## src/rtl/note_led_driver_if.sv

```systemverilog
// Note-code request and LED response bundle between the music sequencer and the LED driver.
interface note_led_driver_if #(
  parameter int NOTES_PER_OCT = 7,
  parameter int NUM_OCT       = 3,
  parameter int CODE_W        = 5
);
  logic [CODE_W-1:0]        music;
  logic [NOTES_PER_OCT-1:0] led;
  logic [NUM_OCT-1:0]       range;
  logic                     note_on;
  logic                     err;

  modport master (output music, input led, range, note_on, err);
  modport slave  (input music, output led, range, note_on, err);
endinterface

```

## src/rtl/note_led_driver.sv

```systemverilog
// Note code -> one-hot note/octave LEDs with post-note hold, retrigger strobe and error blink.
// Optional LED_HOLD_DIM_EN: 25% duty after-glow on the note LED while holding.
module note_led_driver #(
  parameter int NOTES_PER_OCT = 7,
  parameter int NUM_OCT       = 3,
  parameter int CODE_W        = 5,
  parameter int HOLD_CYCLES   = 5000000,
  parameter int BLINK_CYCLES  = 25000000
) (
  input  logic clk,
  input  logic rst,
  note_led_driver_if.slave bus
);
  localparam int HCW = (HOLD_CYCLES > 1) ? $clog2(HOLD_CYCLES) : 1;
  localparam int BCW = (BLINK_CYCLES > 1) ? $clog2(BLINK_CYCLES) : 1;
  localparam logic [HCW-1:0]    HOLD_LOAD  = (HOLD_CYCLES > 0) ? HCW'(HOLD_CYCLES - 1) : '0;
  localparam logic [BCW-1:0]    BLINK_LAST = BCW'(BLINK_CYCLES - 1);
  localparam logic [CODE_W-1:0] MAX_CODE   = CODE_W'(NOTES_PER_OCT * NUM_OCT);

  typedef enum logic [1:0] {S_IDLE, S_SHOW, S_HOLD, S_ERR} state_t;

  state_t                   r_state, w_state_nxt;
  logic [CODE_W-1:0]        r_lat, w_lat_nxt;
  logic [HCW-1:0]           r_hold_cnt, w_hold_nxt;
  logic [BCW-1:0]           r_blink_cnt, w_blink_nxt;
  logic                     r_blink_on, w_blink_on_nxt;
  logic [NOTES_PER_OCT-1:0] r_led, w_led_nxt;
  logic [NUM_OCT-1:0]       r_range, w_range_nxt;
  logic                     r_note_on, w_note_on_nxt;
  logic                     r_err, w_err_nxt;
  logic                     w_valid, w_invalid, w_dim_mask;

  // Compare chain over every valid code; lowest octave lands on the range MSB.
  function automatic logic [NOTES_PER_OCT-1:0] dec_led(input logic [CODE_W-1:0] c);
    dec_led = '0;
    for (int o = 0; o < NUM_OCT; o++)
      for (int n = 0; n < NOTES_PER_OCT; n++)
        if (c == CODE_W'(o * NOTES_PER_OCT + n + 1)) dec_led[n] = 1'b1;
  endfunction

  function automatic logic [NUM_OCT-1:0] dec_range(input logic [CODE_W-1:0] c);
    dec_range = '0;
    for (int o = 0; o < NUM_OCT; o++)
      for (int n = 0; n < NOTES_PER_OCT; n++)
        if (c == CODE_W'(o * NOTES_PER_OCT + n + 1)) dec_range[NUM_OCT-1-o] = 1'b1;
  endfunction

  assign w_valid   = (bus.music != '0) && (bus.music <= MAX_CODE);
  assign w_invalid = (bus.music > MAX_CODE);

`ifdef LED_HOLD_DIM_EN
  logic [1:0] r_dim_cnt, w_dim_nxt;
  assign w_dim_nxt  = r_dim_cnt + 2'd1;
  // Mask on the value the counter holds while the registered led is visible.
  assign w_dim_mask = (w_dim_nxt == 2'd0);
  always_ff @(posedge clk)
    if (rst) r_dim_cnt <= 2'd0;
    else     r_dim_cnt <= w_dim_nxt;
`else
  assign w_dim_mask = 1'b1;
`endif

  always_comb begin
    w_state_nxt    = r_state;
    w_lat_nxt      = r_lat;
    w_hold_nxt     = r_hold_cnt;
    w_blink_nxt    = r_blink_cnt;
    w_blink_on_nxt = r_blink_on;
    w_note_on_nxt  = 1'b0;
    case (r_state)
      S_IDLE:
        if (w_valid) begin
          w_lat_nxt = bus.music; w_state_nxt = S_SHOW; w_note_on_nxt = 1'b1;
        end else if (w_invalid) begin
          w_state_nxt = S_ERR; w_blink_nxt = '0; w_blink_on_nxt = 1'b1;
        end
      S_SHOW:
        if (bus.music == r_lat) begin
          w_state_nxt = S_SHOW;
        end else if (w_valid) begin
          w_lat_nxt = bus.music; w_note_on_nxt = 1'b1;
        end else if (w_invalid) begin
          w_state_nxt = S_ERR; w_blink_nxt = '0; w_blink_on_nxt = 1'b1;
        end else if (HOLD_CYCLES > 0) begin
          w_state_nxt = S_HOLD; w_hold_nxt = HOLD_LOAD;
        end else begin
          w_state_nxt = S_IDLE;
        end
      S_HOLD:
        if (w_valid) begin
          w_lat_nxt = bus.music; w_state_nxt = S_SHOW; w_note_on_nxt = 1'b1;
        end else if (w_invalid) begin
          w_state_nxt = S_ERR; w_blink_nxt = '0; w_blink_on_nxt = 1'b1;
        end else if (r_hold_cnt == '0) begin
          w_state_nxt = S_IDLE;
        end else begin
          w_hold_nxt = r_hold_cnt - HCW'(1);
        end
      S_ERR:
        if (w_valid) begin
          w_lat_nxt = bus.music; w_state_nxt = S_SHOW; w_note_on_nxt = 1'b1;
        end else if (!w_invalid) begin
          w_state_nxt = S_IDLE;
        end else if (r_blink_cnt == BLINK_LAST) begin
          w_blink_nxt = '0; w_blink_on_nxt = ~r_blink_on;
        end else begin
          w_blink_nxt = r_blink_cnt + BCW'(1);
        end
      default: w_state_nxt = S_IDLE;
    endcase

    w_led_nxt   = '0;
    w_range_nxt = '0;
    w_err_nxt   = 1'b0;
    case (w_state_nxt)
      S_SHOW: begin
        w_led_nxt = dec_led(w_lat_nxt); w_range_nxt = dec_range(w_lat_nxt);
      end
      S_HOLD: begin
        w_led_nxt = dec_led(w_lat_nxt) & {NOTES_PER_OCT{w_dim_mask}};
        w_range_nxt = dec_range(w_lat_nxt);
      end
      S_ERR: begin
        w_led_nxt = {NOTES_PER_OCT{w_blink_on_nxt}}; w_range_nxt = '1; w_err_nxt = 1'b1;
      end
      default: ;
    endcase
  end

  always_ff @(posedge clk) begin
    if (rst) begin
      r_state     <= S_IDLE;
      r_lat       <= '0;
      r_hold_cnt  <= '0;
      r_blink_cnt <= '0;
      r_blink_on  <= 1'b0;
      r_led       <= '0;
      r_range     <= '0;
      r_note_on   <= 1'b0;
      r_err       <= 1'b0;
    end else begin
      r_state     <= w_state_nxt;
      r_lat       <= w_lat_nxt;
      r_hold_cnt  <= w_hold_nxt;
      r_blink_cnt <= w_blink_nxt;
      r_blink_on  <= w_blink_on_nxt;
      r_led       <= w_led_nxt;
      r_range     <= w_range_nxt;
      r_note_on   <= w_note_on_nxt;
      r_err       <= w_err_nxt;
    end
  end

  assign bus.led     = r_led;
  assign bus.range   = r_range;
  assign bus.note_on = r_note_on;
  assign bus.err     = r_err;
endmodule

```

## src/flat_wrapper.sv

```systemverilog
// flat-port wrapper written by rule: the top's interface ports become plain ports
module note_led_driver_flat 
#(
  parameter int NOTES_PER_OCT = 7,
  parameter int NUM_OCT       = 3,
  parameter int CODE_W        = 5,
  parameter int HOLD_CYCLES   = 5000000,
  parameter int BLINK_CYCLES  = 25000000
)
  (clk, rst, bus_music, bus_led, bus_range, bus_note_on, bus_err);
  note_led_driver_if #(.NOTES_PER_OCT(NOTES_PER_OCT), .NUM_OCT(NUM_OCT), .CODE_W(CODE_W)) bus_i ();
  input  logic clk;
  input  logic rst;
  input wire logic [$bits(bus_i.music)-1:0] bus_music;
  output wire logic [$bits(bus_i.led)-1:0] bus_led;
  output wire logic [$bits(bus_i.range)-1:0] bus_range;
  output wire logic [$bits(bus_i.note_on)-1:0] bus_note_on;
  output wire logic [$bits(bus_i.err)-1:0] bus_err;
  assign bus_i.music = bus_music;
  assign bus_led = bus_i.led;
  assign bus_range = bus_i.range;
  assign bus_note_on = bus_i.note_on;
  assign bus_err = bus_i.err;
  note_led_driver #(.NOTES_PER_OCT(NOTES_PER_OCT), .NUM_OCT(NUM_OCT), .CODE_W(CODE_W), .HOLD_CYCLES(HOLD_CYCLES), .BLINK_CYCLES(BLINK_CYCLES)) u_core (.clk(clk), .rst(rst), .bus(bus_i));
endmodule
```

## config.mk

```make
export PLATFORM = sky130hd
export DESIGN_NAME = note_led_driver_flat
export DESIGN_NICKNAME = d
export VERILOG_FILES = /design/src/rtl/note_led_driver_if.sv /design/src/rtl/note_led_driver.sv /design/src/flat_wrapper.sv
export SDC_FILE = /design/constraint.sdc
export NUM_CORES = 1
export LEC_CHECK = 0
export ABC_AREA = 1
export BUFFER_PORTS_ARGS = -buffer_cell sky130_fd_sc_hd__buf_2
export CORE_UTILIZATION = 57
export DETAILED_ROUTE_END_ITERATION = 7
export PLACE_DENSITY_LB_ADDON = 0.1
export SYNTH_ARGS = -nofsm -noshare
export SYNTH_HDL_FRONTEND = slang
export SYNTH_SLANG_ARGS = --single-unit
```

## constraint.sdc

```tcl
create_clock -name clk -period 2.55 [get_ports clk]
set_input_delay 0.3825 -clock clk [delete_from_list [all_inputs] [get_ports clk]]
set_output_delay 0.3825 -clock clk [all_outputs]
set_load 0.02 [all_outputs]
```

==> results by group <==
Critical path
  • End point of the critical path: u_core.bus.led[4]
  • Worst endpoint required time: 2.78 ns
  • Kind of end point of the critical path: register
  • Startpoint type of the worst setup path: register
  • Launching instance or port of the critical path: u_core.r_hold_cnt[0]
  • Data arrival, critical path: 2.50 ns
  • Biggest fanout along the worst timing path: 10
  • Kind of critical path: register to register
  • Logic depth of the worst register-to-register path: 15
  • Register-to-Register Setup Slack: 0.28 ns
  • Reg2Reg Capture Point: u_core.bus.led[4]
  • Reg-to-reg critical path startpoint: u_core.r_hold_cnt[0]

Clocking
  • Clock latency of the later-clocked register in the worst-skew pair: 0.34 ns
  • Number of CTS-inserted buffers: 9
  • Sinks on Clock Net: 68
  • H-tree level count: 3
  • Hold-fix buffer count after cts: 0
  • Post-CTS Setup Repair Bufs: 0
  • Clk buf depth: 2
  • CTS tree: built
  • Clock-pin slew on the worst setup and hold paths: 0.08 ns
  • Clk root buf: sky130_fd_sc_hd__clkbuf_8

Layout
  • Area growth syn-to-layout: 8.73%
  • Filler cell count: 660
  • Proportion of layout cells with a drive suffix above 1: 13.5%
  • Footprint of the multi-input gates: 0.00263 mm^2
  • FF/Latch Area: 0.00136 mm^2
  • Post-layout net count: 694
  • Final standard cell utilization of the core: 64.8%

Floorplanning
  • Vertical extent of the die: 89.6 um
  • Num rows: 31
  • Top-Level Pins: 19
  • Die Outline Area: 0.00802 mm^2
  • Starting utilization of the core area: 59.6%
  • Core Footprint: 0.00733 mm^2
  • Die extent in x: 89.6 um

Route
  • Wire length per cell: 12.9 um
  • Remaining DRCs: 0
  • Via count of the routed design: 4,233
  • ANT nets after route: 0
  • 1st-pass router iterations: 4
  • WL final: 10.1 mm
  • Vias per inst: 5.41
  • Iteration-0 DRC count of the detailed router: 242

Timing
  • RSZ-0062 raised after global routing: no
  • Share of the clock period used by the worst path after layout: 89.0%
  • Worst rel slew slack: 63.8%
  • Aggregate negative setup slack: 0 ns
  • Actual transition at the worst max-transition pin: 0.543 ns
  • Max Freq: 441 MHz
  • Setup violation total in the final timing report: 0
  • Skew final: 0.00605 ns
  • Slew Viols, Final: 0
  • Count of final hold-check violations: 0
  • Time the worst path needs with I/O delays and setup: 2.27 ns

Place
  • Weighted congestion reported at the end of routability-driven placement: 0.962
  • HPWL after detailed placement: 7.50 mm
  • Port Buffers: 18

Yosys
  • Warnings, synthesis: 0
  • Post-synth top flop: sky130_fd_sc_hd__dfxtp_1
  • Number of different library cells in the post-synthesis netlist: 45
  • FFs w/ async S/R, synth: 0%
  • Post-synthesis cell area: 0.00437 mm^2
  • Number of enable-type register cells in the synthesized netlist: 0
  • Number of synthesized register bits: 68
  • Number of cells produced by synthesis: 661
  • Net count of the mapped netlist: 677
  • Sequential fraction of the synthesis area: 31.1%
  • Synth Area per Inst: 6.61 um^2

Power
  • Peak ir drop on the vdd network: 504 uV
  • Power per Cell Area: 945 mW/mm^2
  • Static leakage: 1.96 nW

Global route
  • Number of global-route vias before repair: 3,696
  • Remaining global-route overflow: 0
  • Number of antenna violations at the first check in global routing: 1
  • Pin count of the biggest net entering global routing: 39
  • First-pass GRT wire length: 17.0 mm
  • Total global-route track usage: 27.2%

Run
  • Maxcap violations: 0

Outcome
  • Status: finished, final reports clean

Min path
  • Path class of the lowest-slack min-delay path: primary input to register
  • Hold_sp: rst
## worst min path at each step
stage	to	slack, ns	cells after the start
2_1_floorplan	u_core.r_blink_cnt[3]	0.43	1
3_3_place_gp	u_core.r_blink_cnt[2]	0.46	2
3_5_place_dp	u_core.r_blink_cnt[2]	0.46	2
4_1_cts	u_core.r_lat[3]	0.39	3
5_1_grt	u_core.r_blink_cnt[3]	0.40	4
6_report	u_core.r_blink_cnt[3]	0.40	4
## cell usage in the layout, fill, tap and decap left out, types with 2 or more instances in the layout
cell type	count
sky130_fd_sc_hd__a211oi_1	2
sky130_fd_sc_hd__a21oi_1	54
sky130_fd_sc_hd__a31oi_1	4
sky130_fd_sc_hd__buf_2	18
sky130_fd_sc_hd__buf_4	8
sky130_fd_sc_hd__bufinv_16	2
sky130_fd_sc_hd__clkbuf_8	9
sky130_fd_sc_hd__clkinv_2	2
sky130_fd_sc_hd__clkinvlp_4	2
sky130_fd_sc_hd__dfxtp_1	68
sky130_fd_sc_hd__ha_1	7
sky130_fd_sc_hd__ha_2	2
sky130_fd_sc_hd__inv_1	61
sky130_fd_sc_hd__inv_2	8
sky130_fd_sc_hd__nand2_1	160
sky130_fd_sc_hd__nand2_2	3
sky130_fd_sc_hd__nand2_4	5
sky130_fd_sc_hd__nand2_8	2
sky130_fd_sc_hd__nand3_1	44
sky130_fd_sc_hd__nand3_4	2
sky130_fd_sc_hd__nand4_1	22
sky130_fd_sc_hd__nor2_1	86
sky130_fd_sc_hd__nor2_2	5
sky130_fd_sc_hd__nor2_4	2
sky130_fd_sc_hd__nor3_1	18
sky130_fd_sc_hd__nor3_2	4
sky130_fd_sc_hd__nor3b_1	2
sky130_fd_sc_hd__nor4_1	3
sky130_fd_sc_hd__o211ai_1	3
sky130_fd_sc_hd__o21ai_0	23
sky130_fd_sc_hd__o21ai_1	3
sky130_fd_sc_hd__o21ai_2	2
sky130_fd_sc_hd__o21ai_4	2
sky130_fd_sc_hd__o21bai_1	2
sky130_fd_sc_hd__or2_2	9
sky130_fd_sc_hd__xnor2_1	6
sky130_fd_sc_hd__xor2_1	16
## cell type report
type	instances	share of cell area, %
Multi-Input combinational cell	502	55.3
Sequential cell	68	28.6
Inverter	71	5.69
Timing Repair Buffer	26	3.16
Clock buffer	10	2.68
Tap cell	99	2.61
Clock inverter	6	1.87
Antenna cell	1	0.0526
## cell families (layout without fill, tap and decap cells)
| family | after synthesis | in the layout | share of synthesized area (%) |
|---|---|---|---|
| AO/OA/AOI/OAI | 99 | 99 | 12.7 |
| AND/OR/NAND/NOR | 372 | 372 | 40.1 |
| XOR/XNOR | 22 | 22 | 4.41 |
| buffers and inverters | 91 | 113 | 9.04 |
| other | 0 | 1 | 0 |
| flip-flops | 68 | 68 | 31.1 |
| adder cells (fa/ha/maj) | 9 | 9 | 2.58 |
## synth_stat cells, types with 8 or more instances
cell type                  count  area share, %
sky130_fd_sc_hd__nand2_1     160             14
sky130_fd_sc_hd__inv_2         8           0.69
sky130_fd_sc_hd__o21ai_0      23            2.6
sky130_fd_sc_hd__nand3_1      45            5.2
sky130_fd_sc_hd__inv_1        61            5.2
sky130_fd_sc_hd__nor3_1       18            2.1
sky130_fd_sc_hd__nand4_1      22            3.1
sky130_fd_sc_hd__xor2_1       16            3.2
sky130_fd_sc_hd__a21oi_1      55            6.3
sky130_fd_sc_hd__clkbuf_1      9           0.77
sky130_fd_sc_hd__nor2_1       86            7.4
sky130_fd_sc_hd__or2_2         9            1.3
sky130_fd_sc_hd__ha_1          9            2.6
sky130_fd_sc_hd__dfxtp_1      68             31
## power by group
part           total, mW  switching (mW)  internal (mW)
Sequential          1.40           0.163           1.24
Combinational       2.11            1.38          0.728
Clock              0.977           0.426          0.551
Total               4.49            1.97           2.52
## state kept, by name (all words and copies together) (netlist names)
register and flops:
u_core.r_blink_cnt 25, u_core.r_hold_cnt 23, u_core.bus.led 7, u_core.r_lat 5
u_core.bus.range 3, u_core.r_state 2, u_core.bus.err 1, u_core.bus.note_on 1
u_core.r_blink_on 1
## worst max-delay path, cell delays in order (launching register included)
cell	delay, ns
sky130_fd_sc_hd__dfxtp_1	0.31
sky130_fd_sc_hd__inv_1	0.15
sky130_fd_sc_hd__ha_2	0.27
sky130_fd_sc_hd__inv_1	0.06
sky130_fd_sc_hd__nor2_2	0.19
sky130_fd_sc_hd__inv_2	0.06
sky130_fd_sc_hd__nor3_2	0.10
sky130_fd_sc_hd__nand2_1	0.10
sky130_fd_sc_hd__nand2_1	0.07
sky130_fd_sc_hd__nand2_1	0.04
sky130_fd_sc_hd__nand2_1	0.05
sky130_fd_sc_hd__nand3_1	0.14
sky130_fd_sc_hd__inv_1	0.09
sky130_fd_sc_hd__ha_2	0.33
sky130_fd_sc_hd__o21ai_0	0.10
sky130_fd_sc_hd__a21oi_1	0.08
## what timing repair did
action	4_1_cts	5_1_grt
endpoints found under the hold margin	0	0
endpoints found under the setup margin	0	13
gates resized for setup	0	4
## per-layer routing
layer	GRT usage [%]	vias up	part of all wire, %	routed length, um
met5	0	-	0	0
met4	7.07	0	1.4	141
met3	6.49	12	5.1	515
met2	42.9	107	45	4520
met1	37.3	1924	49	4930
li1	-	2190	-	-
## through the flow
step | instances | setup slack [ns] | power [mW] | instance area, um^2 | hold slack (ns)
after floorplan | 661 | 0.571 | 3.09 | 4370 | 0.435
after global placement | 766 | 0.231 | 3.45 | 4520 | 0.460
after detailed placement | 766 | 0.151 | 3.48 | 4520 | 0.462
after CTS | 782 | 0.186 | 4.46 | 4740 | 0.393
after global routing | 782 | 0.0629 | 4.85 | 4750 | 0.401
final | 783 | 0.281 | 4.49 | 4750 | 0.396
Power figures use the tool's default switching activity.
